<file path="config.mk">
export PLATFORM = sky130hd
export DESIGN_NAME = if_stage_flat
export DESIGN_NICKNAME = d
export VERILOG_FILES = /design/src/rtl/mips_pkg.sv /design/src/rtl/if_stage_if.sv /design/src/rtl/if_stage_if_id_reg.sv /design/src/rtl/if_stage.sv /design/src/flat_wrapper.sv
export SDC_FILE = /design/constraint.sdc
export NUM_CORES = 1
export LEC_CHECK = 0
export CAP_MARGIN = 20
export CELL_PAD_IN_SITES_DETAIL_PLACEMENT = 1
export CELL_PAD_IN_SITES_GLOBAL_PLACEMENT = 2
export CORE_MARGIN = 10
export CORE_UTILIZATION = 31
export CTS_CLUSTER_DIAMETER = 80
export CTS_CLUSTER_SIZE = 28
export DETAILED_ROUTE_END_ITERATION = 10
export PLACE_DENSITY_LB_ADDON = 0.1
export SYNTH_ARGS = -nofsm -noshare
export SYNTH_HDL_FRONTEND = slang
export SYNTH_HIERARCHICAL = 1
export SYNTH_SLANG_ARGS = --single-unit
</file>
<file path="constraint.sdc">
create_clock -name clk -period 5.6 [get_ports clk]
set_input_delay 0.56 -clock clk [delete_from_list [all_inputs] [get_ports clk]]
set_output_delay 0.56 -clock clk [all_outputs]
set_load 0.05 [all_outputs]
</file>
<file path="src/rtl/mips_pkg.sv">
// Shared MIPS pipeline definitions: instruction width, NOP encoding, fetch FSM
// state encoding and a PC alignment helper.
package mips_pkg;

  localparam int INSTR_W = 32;
  localparam logic [INSTR_W-1:0] NOP_INSTR = 32'h0000_0000;

  typedef enum logic [1:0] {
    FETCH_ST = 2'd0,
    KILL_ST  = 2'd1,
    HOLD_ST  = 2'd2
  } fetch_state_e;

  function automatic logic [31:0] align_pc(input logic [31:0] addr);
    return {addr[31:2], 2'b00};
  endfunction

endpackage

</file>
<file path="src/rtl/if_stage_if.sv">
// Instruction-memory fetch bus: the fetch stage masters req/addr, memory
// answers with ready/rdata.
interface if_stage_if;
  import mips_pkg::*;

  logic               imem_req;
  logic [31:0]        imem_addr;
  logic               imem_ready;
  logic [INSTR_W-1:0] imem_rdata;

  modport master (output imem_req, output imem_addr, input imem_ready, input imem_rdata);
  modport slave  (input imem_req, input imem_addr, output imem_ready, output imem_rdata);
endinterface

</file>
<file path="src/rtl/if_stage_if_id_reg.sv">
// Pipeline boundary register (valid/instr/pc_plus4) with load, hold and flush;
// flush dominates hold, hold dominates load.
module if_id_reg
  import mips_pkg::*;
(
  input  logic               clk,
  input  logic               rst_n,
  input  logic               i_load,
  input  logic               i_flush,
  input  logic               i_hold,
  input  logic [INSTR_W-1:0] i_instr,
  input  logic [31:0]        i_pc_plus4,
  output logic               o_valid,
  output logic [INSTR_W-1:0] o_instr,
  output logic [31:0]        o_pc_plus4
);

  // NOTE: sequential state uses non-blocking assignments so every register
  // samples the pre-edge values of its neighbours.
  always_ff @(posedge clk) begin
    if (!rst_n) begin
      o_valid    <= 1'b0;
      o_instr    <= NOP_INSTR;
      o_pc_plus4 <= '0;
    end else if (i_flush) begin
      // pc_plus4 is left alone: a bubble carries no address.
      o_valid <= 1'b0;
      o_instr <= NOP_INSTR;
    end else if (i_load && !i_hold) begin
      o_valid    <= 1'b1;
      o_instr    <= i_instr;
      o_pc_plus4 <= i_pc_plus4;
    end
  end

endmodule

</file>
<file path="src/rtl/if_stage.sv">
// MIPS instruction-fetch stage: owns the PC, fetches over a req/ready bus,
// buffers a word across decode stalls and retires killed fetches on redirect.
module if_stage
  import mips_pkg::*;
#(
  parameter logic [31:0] RESET_PC = 32'h0000_0000
) (
  input  logic               clk,
  input  logic               rst_n,
  input  logic               stall,
  input  logic               redirect,
  input  logic [31:0]        redirect_pc,
  if_stage_if.master         imem,
  output logic               if_id_valid,
  output logic [INSTR_W-1:0] if_id_instr,
  output logic [31:0]        if_id_pc_plus4
);

  fetch_state_e       r_state, w_next_state;
  logic [31:0]        r_pc, w_pc_next;
  logic [31:0]        r_req_addr, w_req_addr_next;
  logic [INSTR_W-1:0] r_skid, w_skid_next;
  logic [INSTR_W-1:0] w_load_instr;
  logic [31:0]        w_pc_plus4;
  logic               w_load;

  assign w_pc_plus4 = r_pc + 32'd4;

  always_ff @(posedge clk) begin
    if (!rst_n) begin
      r_state    <= FETCH_ST;
      r_pc       <= RESET_PC;
      r_req_addr <= RESET_PC;
      r_skid     <= NOP_INSTR;
    end else begin
      r_state    <= w_next_state;
      r_pc       <= w_pc_next;
      r_req_addr <= w_req_addr_next;
      r_skid     <= w_skid_next;
    end
  end

  // NOTE: every output of this block is defaulted first so no path through
  // the case statement can leave a latch behind.
  always_comb begin
    w_next_state    = r_state;
    w_pc_next       = r_pc;
    w_req_addr_next = r_req_addr;
    w_skid_next     = r_skid;
    w_load          = 1'b0;
    w_load_instr    = imem.imem_rdata;
    unique case (r_state)
      FETCH_ST: begin
        if (redirect) begin
          w_pc_next = align_pc(redirect_pc);
          if (!imem.imem_ready) begin
            w_req_addr_next = r_pc;
            w_next_state    = KILL_ST;
          end
        end else if (imem.imem_ready) begin
          if (!stall) begin
            w_load    = 1'b1;
            w_pc_next = w_pc_plus4;
          end else begin
            w_skid_next  = imem.imem_rdata;
            w_next_state = HOLD_ST;
          end
        end
      end
      KILL_ST: begin
        // The bus handshake must complete even though its data is dead.
        if (redirect) w_pc_next = align_pc(redirect_pc);
        if (imem.imem_ready) w_next_state = FETCH_ST;
      end
      HOLD_ST: begin
        if (redirect) begin
          w_pc_next    = align_pc(redirect_pc);
          w_next_state = FETCH_ST;
        end else if (!stall) begin
          w_load       = 1'b1;
          w_load_instr = r_skid;
          w_pc_next    = w_pc_plus4;
          w_next_state = FETCH_ST;
        end
      end
      default: w_next_state = FETCH_ST;
    endcase
  end

  assign imem.imem_req  = rst_n && (r_state != HOLD_ST);
  assign imem.imem_addr = (r_state == KILL_ST) ? r_req_addr : r_pc;

  if_id_reg u_if_id_reg (
    .clk       (clk),
    .rst_n     (rst_n),
    .i_load    (w_load),
    .i_flush   (redirect),
    .i_hold    (stall),
    .i_instr   (w_load_instr),
    .i_pc_plus4(w_pc_plus4),
    .o_valid   (if_id_valid),
    .o_instr   (if_id_instr),
    .o_pc_plus4(if_id_pc_plus4)
  );

endmodule

</file>
<file path="src/flat_wrapper.sv">
// flat-port wrapper written by rule: the top's interface ports become plain ports
module if_stage_flat import mips_pkg::*;
#(
  parameter logic [31:0] RESET_PC = 32'h0000_0000
)
  (clk, rst_n, stall, redirect, redirect_pc, if_id_valid, if_id_instr, if_id_pc_plus4, imem_imem_req, imem_imem_addr, imem_imem_ready, imem_imem_rdata);
  if_stage_if imem_i ();
  input  logic clk;
  input  logic rst_n;
  input  logic stall;
  input  logic redirect;
  input  logic [31:0] redirect_pc;
  output logic if_id_valid;
  output logic [INSTR_W-1:0] if_id_instr;
  output logic [31:0] if_id_pc_plus4;
  output wire logic [$bits(imem_i.imem_req)-1:0] imem_imem_req;
  output wire logic [$bits(imem_i.imem_addr)-1:0] imem_imem_addr;
  input wire logic [$bits(imem_i.imem_ready)-1:0] imem_imem_ready;
  input wire logic [$bits(imem_i.imem_rdata)-1:0] imem_imem_rdata;
  assign imem_imem_req = imem_i.imem_req;
  assign imem_imem_addr = imem_i.imem_addr;
  assign imem_i.imem_ready = imem_imem_ready;
  assign imem_i.imem_rdata = imem_imem_rdata;
  if_stage #(.RESET_PC(RESET_PC)) u_core (.clk(clk), .rst_n(rst_n), .stall(stall), .redirect(redirect), .redirect_pc(redirect_pc), .imem(imem_i), .if_id_valid(if_id_valid), .if_id_instr(if_id_instr), .if_id_pc_plus4(if_id_pc_plus4));
endmodule
</file>
# Yosys cells after proc, flatten, opt, wreduce, memory -nomap -nowiden
# Index checks and enable logic that the tools add are counted.
[op_classes]
add_sub_neg = 1
n_eq_ne = 9
muxes = 22
n_bitwise = 3
reduce_logical = 11
[ops]
columns = ["operator", "n"]
rows = [
  ["2-to-1 mux 32 bit", 8],
  ["one-hot mux 32 bit (3 select lines)", 1],
  ["adder 32 x 3 -> 32 bit (second input constant)", 1],
  ["2-to-1 mux 2 bit", 7],
  ["inequality test 3 bit (second input constant)", 4],
  ["AND reduction 3 bit", 3],
  ["inequality test 2 bit (second input constant)", 3],
  ["one-hot mux 2 bit (3 select lines)", 1],
  ["AND reduction 5 bit", 1],
  ["2-to-1 mux 1 bit", 4],
  ["inverter 1 bit", 3],
  ["nonzero test 3 bit", 1],
  ["equality test 2 x 1 -> 1 bit (second input constant)", 1],
  ["equality test 2 bit (second input constant)", 1],
  ["logical AND 1 bit", 2],
  ["zero test 2 bit", 1],
  ["one-hot mux 1 bit (2 select lines)", 1],
  ["AND reduction 2 bit", 1],
  ["OR reduction 2 bit", 1],
  ["zero test 1 bit", 1],
]
[word_totals]
ff_bits = 163
input_bits = 69
out_inout_bits = 98
word_cells = 53

# Depth between registers and ports, before layout
[depth]
word_depth = 6
ltp_mapped = 10
depth_no_buf = 7

# Cells and area by module
# Netlist, hierarchy kept.
[by_module_without_submodules]
columns = ["mod", "instances", "cells_each", "area_each_um2", "seq_area_each_um2"]
rows = [
  ["if_stage", 1, 726, 5456.5, 1881.8],
  ["if_id_reg", 1, 289, 2377.3, 1301.2],
]

# Worst setup path before layout
# OpenSTA, ideal clock, no wires.
[synth_timing]
path_kind = "reg2out"
startpoint = "register u_core.r_state[0]"
endpoint = "output imem_imem_addr[14]"
arrival_time_ps = 1992
required_ps = 5040
slack_ps = 3048
path_stages_with_launch = 6
path_cell_list = "dfxtp_1 -> buf_2 -> nor2b_1 -> buf_2 -> clkbuf_1 -> o21ai_0"
[synth_via]
elab_chain_cells = 2
[synth_lines]
columns = ["element", "line", "rtl"]
rows = [
  ["from (decl)", "if_stage.sv:19", "fetch_state_e r_state, w_next_state;"],
  ["from (signal assigned)", "if_stage.sv:36", "r_state <= w_next_state;"],
  ["equality test 2 x 1 -> 1 bit", "if_stage.sv:91", "assign imem.imem_addr = (r_state == KILL_ST) ? r_req_addr : r_pc;"],
  ["2-to-1 mux 32 bit", "if_stage.sv:91", ""],
  ["to (decl)", "flat_wrapper.sv:17", "output wire logic [$bits(imem_i.imem_addr)-1:0] imem_imem_addr;"],
]
# No other way between the ends.

# Worst setup path after layout
[layout_timing]
startpoint = "register u_core.r_state[0]"
endpoint = "output imem_imem_addr[7]"
# The elaborated chain is that of the path after synthesis.

==> results by group <==
Clock network
  • Clock sink total: 159
  • CTS buffer count: 17
  • CTS tree: done
  • H-tree levels: 4
  • Cts hold-fix bufs: 0
  • CTS root buffer: clkbuf_16
  • Clock buffer depth: 2
  • Setup Buffers After CTS: 0
  • Worst-Skew Late Latency: 0.43 ns
  • Reg clk slew, reported paths: 0.07 ns
  • Post-CTS Resized: 0

Logic synthesis
  • Synth area leader: dfxtp_1
  • Synthesized area: 7830 µm²
  • Distinct cells, synth: 68
  • Ranking of synthesized cells by area: dfxtp_1 (41%), nand2_1 (16%), mux2_2 (4.6%)
  • Cells after Synth: 1015
  • Ys async rst share: 0%
  • Synth cell count leaders: nand2_1 (330), dfxtp_1 (159), a21oi_1 (69), nand3_1 (67), buf_2 (45)
  • Ys flop type: dfxtp_1
  • Most frequent cell after synthesis: nand2_1
  • Share of the synthesized area in the top cell type: 40.6%
  • EDFF count, synth: 0
  • Seq/Total Area, Yosys: 40.6%
  • Seq cells post-synth: 159
  • Avg Inst Size Synth: 7.72 µm²
  • Yosys warnings: 6

Worst setup path
  • Worst Setup Path Type: reg -> out
  • Worst setup startpoint: u_core/r_state[0]$_SDFFE_PN0P_
  • Worst Path Required: 5.04 ns
  • CP Capture Type: output pin
  • Reg2Reg Depth: 6
  • Critical R2R Launch: u_core/r_state[1]$_SDFFE_PN0P_
  • CP startpoint kind: register
  • Max incr delay on CP: 0.87 ns
  • Critical R2R Capture: u_core/r_pc[4]$_SDFFE_PN0P_
  • Worst-path fanout max: 20
  • FF-to-FF setup slack: 2.99 ns
  • CP max stage cell: clkdlybuf4s50_1
  • CP cell instances: nor2b_2 > buf_4 > nand2_1 > o21ai_0 > clkdlybuf4s50_1
  • Top cell family by delay on the critical path: buffers and inverters
  • WP buf/inv: 2
  • WP data arrival: 3.24 ns

Min path
  • Hold path cells: 2
  • Hold_sp: u_core/u_if_id_reg/o_pc_plus4[17]$_SDFFE_PN0P_
  • Worst Hold Path EP: u_core/u_if_id_reg/o_pc_plus4[17]$_SDFFE_PN0P_
  • HP Class: reg -> reg

Global routing
  • First-pass GRT wire length: 42400 µm
  • Largest net degree at the start of global routing: 80
  • Vias in the first global route: 7395
  • All-Layer GR Usage: 16.8%
  • Antenna violations before repair: 1
  • Grt ovf: 0

Die
  • Die height: 179 µm
  • Full die area: 32000 µm²
  • CORE AREA: 25000 µm²
  • I/O Pins: 167
  • Die Width: 179 µm
  • Rows: 58
  • Initial Util: 31.3%

Pwr
  • PD cells: 275 nW/µm²
  • Total power: 2.80 mW
  • VDD IR max: 0.000158 V
  • Leak: 3.70 nW

Timing
  • Slew HR: 34.2%
  • F_max: 0.263 GHz
  • Final setup fails: 0
  • Fin. Hold Viols: 0
  • Fin Setup TNS: 0 ns
  • Worst slew pin tran: 0.984 ns
  • Tcrit/Tclk final: 67.8%
  • Final min period: 3.80 ns
  • RSZ-0062 raised after global routing: false
  • Layout Skew: 0.0112 ns
  • Slew Limit Fails: 0

Drt
  • Drc violations: 0
  • DR vias/cell: 4.93
  • DRT Pass-1 Iters: 4
  • Wire per inst: 18.2 µm
  • Detailed Route Iter0 Violations: 305
  • Antenna-violating nets left: 0
  • Via count: 7220
  • Final wirelength: 26700 µm

Placement
  • Routability cong.: 0.754
  • HPWL Detailed: 18400 µm
  • IO Port Bufs: 162

Finish
  • Share of layout cells above drive strength 1: 10.3%
  • P&R area growth vs syn: 29.8%
  • Net count, final: 1193

Status
  • Status: finished, final reports clean

Flow run
  • Max-Cap Viols: 0
sequential cells by signal (all words and copies together) (netlist names):
name                           count
u_core/u_if_id_reg/o_valid         1
u_core/r_skid                     32
u_core/r_pc                       30
u_core/r_req_addr                 30
u_core/u_if_id_reg/o_pc_plus4     32
u_core/u_if_id_reg/o_instr        32
u_core/r_state                     2
metal layers:
metal | vias to the layer above | routed length [µm] | track usage, %
met2 | 125 | 12400 | 27.1
met4 | 0 | 260 | 4.10
li1 | 3630 | - | -
met3 | 18 | 1790 | 5.29
met1 | 3447 | 12300 | 21.3
met5 | - | 0 | 0
through the flow:
stage / util [%] / hold WS (ns) / setup WS, ns / cells / instance area, µm²
6_report: 40.6 / 0.446 / 1.80 / 1465 / 10200
5_1_grt: 40.6 / 0.468 / 1.57 / 1464 / 10200
4_1_cts: 40.6 / 0.451 / 1.69 / 1464 / 10200
3_5_place_dp: 38.4 / 0.440 / 2.17 / 1434 / 9600
3_3_place_gp: 38.4 / 0.437 / 2.19 / 1434 / 9600
2_1_floorplan: - / 0.432 / 3.05 / 1018 / 7850
how the worst max path moves through the flow:
stage / endpoint / slack, ns / cells after the start
global placement: u_core/r_pc[29]$_SDFFE_PN0P_ / 2.19 / 5
finish: imem_imem_addr[7] / 1.80 / 5
global route: imem_imem_addr[7] / 1.57 / 5
detailed placement: imem_imem_addr[7] / 2.17 / 5
floorplan: imem_imem_addr[14] / 3.05 / 5
CTS: imem_imem_addr[7] / 1.69 / 5
area by class of cell:
| class | instances | area, µm² |
|---|---|---|
| multi-input cells | 751 | 4200 |
| repair buffers | 179 | 1750 |
| clock buffers | 18 | 429 |
| well taps | 330 | 413 |
| flip-flops and latches | 159 | 3180 |
| diodes | 1 | 2.50 |
| fillers | 2999 | 14900 |
| clock inverters | 12 | 138 |
| inverters | 15 | 56.3 |
power breakdown:
group / total, mW / internal (mW) / leakage [nW] / switching, mW
Sequential: 1.23 / 1.17 / 1.29 / 0.0583
Clock: 1.17 / 0.656 / 0.261 / 0.513
Combinational: 0.404 / 0.155 / 2.15 / 0.249
logic make-up after synthesis:
kind of cell	Yosys count	share of synthesized area, %
compound gates	183	15.3
buf+inv	108	6.34
flops	159	40.6
simple gates	502	29.5
xor+xnor	28	3.23
other cells	1	0.0479
mux	33	4.73
fa+ha+maj	1	0.160
worst register-to-register path, stage by stage (launching register included):
cell,delay [ns]
dfxtp_1,0.56
nand2b_1,0.51
buf_4,0.32
nand2_1,0.46
and2_1,0.36
o21ai_0,0.18
a21oi_1,0.08
placed cells by master, fill, tap and decap left out, types with 16 or more instances in the layout:
master           synthesis  layout
nand3_1                 67      67
a21oi_1                 69      69
buf_4                    3      18
a21boi_0                34      34
dfxtp_1                159     159
nor3_1                  17      16
mux2_2                  32      32
clkdlybuf4s50_1          0     161
clkbuf_16                0      17
nor2_1                  24      24
o21ai_0                 25      25
nand2_1                330     330
(Power assumes the default switching activity.)
